==> src/rtl/panel_pkg.sv <==
// Shared types and constants for the front-panel event queue.
// Entry width depends on PANEL_COALESCE_EN (repeat field stored only when coalescing).
package panel_pkg;

  localparam int PANEL_EVT_W = 8;

  localparam int EVT_CLICK  = 0;
  localparam int EVT_CW     = 1;
  localparam int EVT_SW     = 2;
  localparam int EVT_VALID  = 3;
  localparam int EVT_OVF    = 4;
  localparam int EVT_REPEAT = 5;

  localparam int          RPT_W   = 3;
  localparam logic [2:0]  RPT_MAX = 3'd7;

  // 'repeat' is a keyword, so the field is named rpt
  typedef struct packed {
    logic [2:0] rpt;
    logic       ovf;
    logic       valid;
    logic       sw;
    logic       cw;
    logic       click;
  } panel_evt_t;

`ifdef PANEL_COALESCE_EN
  localparam int ENTRY_W = 6;
`else
  localparam int ENTRY_W = 3;
`endif

endpackage

==> src/rtl/panel_event_queue_if.sv <==
// Encoder-side and CPU-side signals of the panel event queue.
// Handshake: evt_stb, rd_stb and clr_drops are single-cycle strobes with no back-pressure; rd_data is valid the cycle after rd_stb.
interface panel_event_queue_if #(
  parameter int DEPTH  = 8,
  parameter int DROP_W = 8
);
  localparam int AW = $clog2(DEPTH);

  logic              evt_stb;
  logic              evt_click;
  logic              evt_clockwise;
  logic              evt_switch;
  logic              rd_stb;
  logic              clr_drops;
  logic [7:0]        rd_data;
  logic [AW:0]       level;
  logic              irq;
  logic [DROP_W-1:0] drop_count;

  modport master (
    output evt_stb, evt_click, evt_clockwise, evt_switch, rd_stb, clr_drops,
    input  rd_data, level, irq, drop_count
  );

  modport slave (
    input  evt_stb, evt_click, evt_clockwise, evt_switch, rd_stb, clr_drops,
    output rd_data, level, irq, drop_count
  );
endinterface

==> src/rtl/panel_evt_fifo.sv <==
// Circular event store with level tracking and a write port onto the newest entry (tail merge).
// Storage is deliberately not reset; only pointers and level are.
module panel_evt_fifo #(
  parameter int DEPTH = 8,
  parameter int DW    = 3,
  parameter int AW    = $clog2(DEPTH)
) (
  input  logic          clk,
  input  logic          rst,
  input  logic          i_push,
  input  logic [DW-1:0] i_push_data,
  input  logic          i_pop,
  input  logic          i_tail_wr,
  input  logic [DW-1:0] i_tail_data,
  output logic [DW-1:0] o_head,
  output logic [DW-1:0] o_tail,
  output logic [AW:0]   o_level,
  output logic [AW:0]   o_level_next
);

  logic [DW-1:0] r_mem [DEPTH];
  logic [AW-1:0] r_wr_ptr;
  logic [AW-1:0] r_rd_ptr;
  logic [AW:0]   r_level;
  logic [AW-1:0] w_tail_ptr;

  assign w_tail_ptr   = r_wr_ptr - 1'b1;
  assign o_head       = r_mem[r_rd_ptr];
  assign o_tail       = r_mem[w_tail_ptr];
  assign o_level      = r_level;
  assign o_level_next = r_level + {{AW{1'b0}}, i_push} - {{AW{1'b0}}, i_pop};

  // Push and tail merge are mutually exclusive by construction in the caller
  always_ff @(posedge clk) begin
    if (i_push)    r_mem[r_wr_ptr]   <= i_push_data;
    if (i_tail_wr) r_mem[w_tail_ptr] <= i_tail_data;
  end

  always_ff @(posedge clk or posedge rst) begin
    if (rst) begin
      r_wr_ptr <= '0;
      r_rd_ptr <= '0;
      r_level  <= '0;
    end else begin
      if (i_push) r_wr_ptr <= r_wr_ptr + 1'b1;
      if (i_pop)  r_rd_ptr <= r_rd_ptr + 1'b1;
      r_level <= o_level_next;
    end
  end

endmodule

==> src/rtl/panel_event_queue.sv <==
// Front-panel encoder event queue: push/merge/drop decision, sticky overflow, drop counter, CPU read word and irq.
// Optional click coalescing is built when PANEL_COALESCE_EN is defined.
module panel_event_queue
  import panel_pkg::*;
#(
  parameter int DEPTH  = 8,
  parameter int DROP_W = 8
) (
  input  logic                 clk,
  input  logic                 rst,
  panel_event_queue_if.slave   bus
);

  localparam int AW = $clog2(DEPTH);

  logic [ENTRY_W-1:0] w_head, w_tail, w_push_data, w_tail_data;
  logic [AW:0]        w_level, w_level_next;
  logic               w_full, w_empty, w_pop, w_push, w_merge, w_drop;
  logic [2:0]         w_head_rpt;

  logic [7:0]         r_rd_data;
  logic               r_irq;
  logic               r_ovf;
  logic [DROP_W-1:0]  r_drop_count;
  panel_evt_t         w_rd_word;

  assign w_full  = (w_level == (AW+1)'(DEPTH));
  assign w_empty = (w_level == '0);
  assign w_pop   = bus.rd_stb && !w_empty;

`ifdef PANEL_COALESCE_EN
  // Never merge into the single entry being popped this cycle
  assign w_merge = bus.evt_stb && bus.evt_click && !w_empty &&
                   !(w_pop && w_level == (AW+1)'(1)) &&
                   w_tail[EVT_CLICK] && (w_tail[EVT_CW] == bus.evt_clockwise) &&
                   (w_tail[EVT_SW] == bus.evt_switch) && (w_tail[5:3] != RPT_MAX);
  assign w_push_data = {3'b000, bus.evt_switch, bus.evt_clockwise, bus.evt_click};
  assign w_tail_data = {w_tail[5:3] + 3'd1, w_tail[2:0]};
  assign w_head_rpt  = w_head[5:3];
`else
  assign w_merge     = 1'b0;
  assign w_push_data = {bus.evt_switch, bus.evt_clockwise, bus.evt_click};
  assign w_tail_data = w_tail;
  assign w_head_rpt  = 3'b000;
`endif

  assign w_push = bus.evt_stb && !w_merge && (!w_full || w_pop);
  assign w_drop = bus.evt_stb && !w_merge && w_full && !w_pop;

  panel_evt_fifo #(.DEPTH(DEPTH), .DW(ENTRY_W)) u_fifo (
    .clk          (clk),
    .rst          (rst),
    .i_push       (w_push),
    .i_push_data  (w_push_data),
    .i_pop        (w_pop),
    .i_tail_wr    (w_merge),
    .i_tail_data  (w_tail_data),
    .o_head       (w_head),
    .o_tail       (w_tail),
    .o_level      (w_level),
    .o_level_next (w_level_next)
  );

  always_comb begin
    w_rd_word       = '0;
    w_rd_word.ovf   = r_ovf;
    if (w_pop) begin
      w_rd_word.rpt   = w_head_rpt;
      w_rd_word.valid = 1'b1;
      w_rd_word.sw    = w_head[EVT_SW];
      w_rd_word.cw    = w_head[EVT_CW];
      w_rd_word.click = w_head[EVT_CLICK];
    end
  end

  always_ff @(posedge clk or posedge rst) begin
    if (rst) begin
      r_rd_data    <= '0;
      r_irq        <= 1'b0;
      r_ovf        <= 1'b0;
      r_drop_count <= '0;
    end else begin
      r_irq <= (w_level_next != '0);
      if (bus.rd_stb) r_rd_data <= w_rd_word;
      // A drop in the same cycle as a read keeps the flag for the next read
      if (w_drop)          r_ovf <= 1'b1;
      else if (bus.rd_stb) r_ovf <= 1'b0;
      if (bus.clr_drops)
        r_drop_count <= {{(DROP_W-1){1'b0}}, w_drop};
      else if (w_drop && r_drop_count != '1)
        r_drop_count <= r_drop_count + 1'b1;
    end
  end

  assign bus.rd_data    = r_rd_data;
  assign bus.level      = w_level;
  assign bus.irq        = r_irq;
  assign bus.drop_count = r_drop_count;

endmodule
==> src/flat_wrapper.sv <==
// flat-port wrapper written by rule: the top's interface ports become plain ports
module panel_event_queue_flat import panel_pkg::*;
#(
  parameter int DEPTH  = 8,
  parameter int DROP_W = 8
)
  (clk, rst, bus_evt_stb, bus_evt_click, bus_evt_clockwise, bus_evt_switch, bus_rd_stb, bus_clr_drops, bus_rd_data, bus_level, bus_irq, bus_drop_count);
  panel_event_queue_if #(.DEPTH(DEPTH), .DROP_W(DROP_W)) bus_i ();
  input  logic clk;
  input  logic rst;
  input wire logic [$bits(bus_i.evt_stb)-1:0] bus_evt_stb;
  input wire logic [$bits(bus_i.evt_click)-1:0] bus_evt_click;
  input wire logic [$bits(bus_i.evt_clockwise)-1:0] bus_evt_clockwise;
  input wire logic [$bits(bus_i.evt_switch)-1:0] bus_evt_switch;
  input wire logic [$bits(bus_i.rd_stb)-1:0] bus_rd_stb;
  input wire logic [$bits(bus_i.clr_drops)-1:0] bus_clr_drops;
  output wire logic [$bits(bus_i.rd_data)-1:0] bus_rd_data;
  output wire logic [$bits(bus_i.level)-1:0] bus_level;
  output wire logic [$bits(bus_i.irq)-1:0] bus_irq;
  output wire logic [$bits(bus_i.drop_count)-1:0] bus_drop_count;
  assign bus_i.evt_stb = bus_evt_stb;
  assign bus_i.evt_click = bus_evt_click;
  assign bus_i.evt_clockwise = bus_evt_clockwise;
  assign bus_i.evt_switch = bus_evt_switch;
  assign bus_i.rd_stb = bus_rd_stb;
  assign bus_i.clr_drops = bus_clr_drops;
  assign bus_rd_data = bus_i.rd_data;
  assign bus_level = bus_i.level;
  assign bus_irq = bus_i.irq;
  assign bus_drop_count = bus_i.drop_count;
  panel_event_queue #(.DEPTH(DEPTH), .DROP_W(DROP_W)) u_core (.clk(clk), .rst(rst), .bus(bus_i));
endmodule
==> config.mk <==
export PLATFORM = sky130hd
export DESIGN_NAME = panel_event_queue_flat
export DESIGN_NICKNAME = d
export VERILOG_FILES = /design/src/rtl/panel_pkg.sv /design/src/rtl/panel_event_queue_if.sv /design/src/rtl/panel_evt_fifo.sv /design/src/rtl/panel_event_queue.sv /design/src/flat_wrapper.sv
export SDC_FILE = /design/constraint.sdc
export NUM_CORES = 1
export LEC_CHECK = 0
export ABC_CLOCK_PERIOD_IN_PS = 3550
export CAP_MARGIN = 20
export CORE_MARGIN = 4
export CORE_UTILIZATION = 41
export CTS_CLUSTER_DIAMETER = 60
export DETAILED_ROUTE_END_ITERATION = 10
export HOLD_SLACK_MARGIN = 0.06
export PLACE_DENSITY = 0.73
export RECOVER_POWER = 50
export SYNTH_ARGS = -nofsm -noshare
export SYNTH_HDL_FRONTEND = slang
export SYNTH_SLANG_ARGS = --single-unit
==> constraint.sdc <==
create_clock -name clk -period 3.55 [get_ports clk]
set_clock_uncertainty 0.2 [all_clocks]
set_input_delay 0.5325 -clock clk [delete_from_list [all_inputs] [get_ports clk]]
set_output_delay 0.5325 -clock clk [all_outputs]
set_load 0.005 [all_outputs]
==> metrics <==
outcome completed; worst hold slack 0.291 ns; Initial DRT Pass Iterations 4; Max Cap Viol 0; post-synthesis sequential area ratio 0.599; Die H 82.0 um; fmax 336 MHz; Tcrit/Tclk final 0.837; top cells by area, synth edfxtp_1, dfrtp_1, ha_1, mux2i_1, mux4_2; Core Region 5200 um^2; clock latency on the worst-skew pair 0.30 ns; mapped cell area 2250 um^2; relative slew slack 0.250; post-route setup slack 0.578 ns; Layout Cells excl Fill 279; post-CTS setup buffers 0; path type of the worst min-delay path flip-flop to flip-flop; GPL Wtd Cong 0.784; count leader, synth dfrtp_1; worst-margin pin slew 1.13 ns; DR vias/cell 4.95; EDFF count, synth 24; vias in the first global route 1302; Stages on worst setup path 9; most frequent cells after synthesis dfrtp_1, edfxtp_1, inv_1; Power Dens Cells 662 nW/um^2; GR Overflow Total 0; Distinct cells, synth 38; via count 1380; largest net degree at the start of global routing 26; CTS Hold Bufs 0; TritonCTS Buffers 5; Nets 226; placed cells 270; Die Area 6730 um^2; initial antenna violation count 0; main flop type after synthesis dfrtp_1; Critical Path Source Type primary input; Die Span X 82.0 um; PortBufs 25; register clock-pin slew on the reported worst setup and hold paths 0.08 ns; R2R depth 10; Ant. Diodes 0; CP most frequent cell inv_1; register bit total from synthesis 49; post_cts resized 0; Setup-failing EPs final 0; dpl hpwl 2.87 mm; gr usage total 0.130; DP Worst Slack 0.335 ns; max incr delay on CP 0.56 ns; Crit path buffers/inverters 4; row count 26; synth warn 0; syn avg cell area 12.8 um^2; Leakage Power 1.04 nW; DRT antenna net count 0; worst path cell trace dlygate4sd3_1, clkbuf_1, nor2b_1, o41a_1, ha_1, inv_1, fa_1, inv_1, or4_1; final WL 3.78 mm; final core occ 0.511; Wirelength per Cell 13.5 um; final setup TNS 0 ns; Final Max Slew Viols 0; crit path time final 2.97 ns; Layout area overhead 18.3%; Synth top area share 0.321; critical path type primary input to flip-flop; CP Data Arrival Time 2.94 ns; first-pass GRT wire length 6.36 mm; CTS H-tree lvls 2; CTS Root Cell clkbuf_8; worst-path fanout max 5; CP delay by family, top buffers and inverters; Critical Path Sink Type flip-flop; slowest stage cell, crit path dlygate4sd3_1; Worst IR Drop VDD 0.399 mV; Starting Density 0.431; Iteration-0 DRC Markers 133; share of layout cells above drive strength 1 0.0813; DR DRC count 0; RSZ-0062 raised after global routing false; Worst Path Required 3.52 ns; CTS tree built; Yosys top cell by area edfxtp_1; post-synthesis async set-or-reset flop share 0.510; hold path depth 1; CTS max path bufs 2; CTS Sinks 49; Post-Syn Instances 176; Ports 29; Fin. Hold Viols 0
[where the power goes]
group / internal, W / total [W] / switching [W]
Sequential: 0.000731 / 0.000863 / 0.000132
Combinational: 0.000326 / 0.000589 / 0.000262
Clock: 0.000138 / 0.000308 / 0.000170
[layout make-up]
type                            count  area [um^2]
Fill cell                         467         2550
Sequential cell                    49         1350
Multi-Input combinational cell    107          813
Timing Repair Buffer               30          273
Tap cell                           70         87.6
Clock buffer                        7         76.3
Inverter                           15         56.3
Clock inverter                      1         5.00
[through the flow]
stage	cell area, um^2	power [W]
after global routing	2660	0.00190
after CTS	2670	0.00179
final	2660	0.00176
after detailed placement	2580	0.00148
after global placement	2580	0.00147
after floorplan	2250	0.00126
[logic make-up (layout without fill, tap and decap cells)]
logic type,after synthesis,count (layout),share of synthesized area
and+or+nand+nor,52,52,0.123
DFF,49,49,0.599
AOI/OAI and AO/OA,22,22,0.0713
buffers and inverters,22,53,0.0418
muxes,14,14,0.0808
adders and majority gates,10,10,0.0591
xor gates and xnor gates,6,6,0.0234
other,1,3,0.00167
[registers in the layout, indices dropped and copies added, names as in the netlist]
name	cells
u_core.u_fifo.r_wr_ptr	3
u_core.bus.rd_data	5
u_core.bus.irq	1
u_core.bus.drop_count	8
u_core.u_fifo.r_rd_ptr	3
u_core.r_ovf	1
u_core.u_fifo.r_mem	24
u_core.u_fifo.o_level	4
[worst paths after layout]
kind / from / endpoint / slack, ns
max in group asynchronous: rst / u_core.bus.rd_data[2] / 1.49
hold / removal: u_core.r_ovf / u_core.r_ovf / 0.29
hold reg to reg: u_core.r_ovf / u_core.r_ovf / 0.29
setup / recovery: bus_rd_stb / u_core.bus.irq / 0.58
min in group asynchronous: rst / u_core.bus.drop_count[1] / 0.37
setup reg to reg: u_core.u_fifo.o_level[2] / u_core.bus.irq / 0.81
[per-layer routing]
metal / up-vias / wire length [um] / GRT usage
met5: - / 0 / 0
met4: 0 / 63 / 0.0548
met3: 4 / 132 / 0.0329
met2: 24 / 1890 / 0.200
met1: 661 / 1690 / 0.173
li1: 691 / - / -
[layout by cell type (no fill, tap or decap), types with 2 or more instances in the layout]
cell type / instances
nand2b_1: 3
dlygate4sd3_1: 6
nor2_1: 12
a211oi_1: 2
conb_1: 3
clkbuf_1: 6
nand2_1: 14
mux2_2: 3
inv_1: 15
clkdlybuf4s50_1: 19
edfxtp_1: 24
ha_1: 9
o2111ai_1: 3
mux4_2: 3
nor2b_1: 4
nand3_1: 6
clkbuf_8: 5
nor3_1: 6
dfrtp_1: 25
mux2i_1: 8
xnor2_1: 3
xor2_1: 3
a21oi_1: 4
o21ai_0: 4
a21o_1: 3
Power figures use the tool's default switching activity.
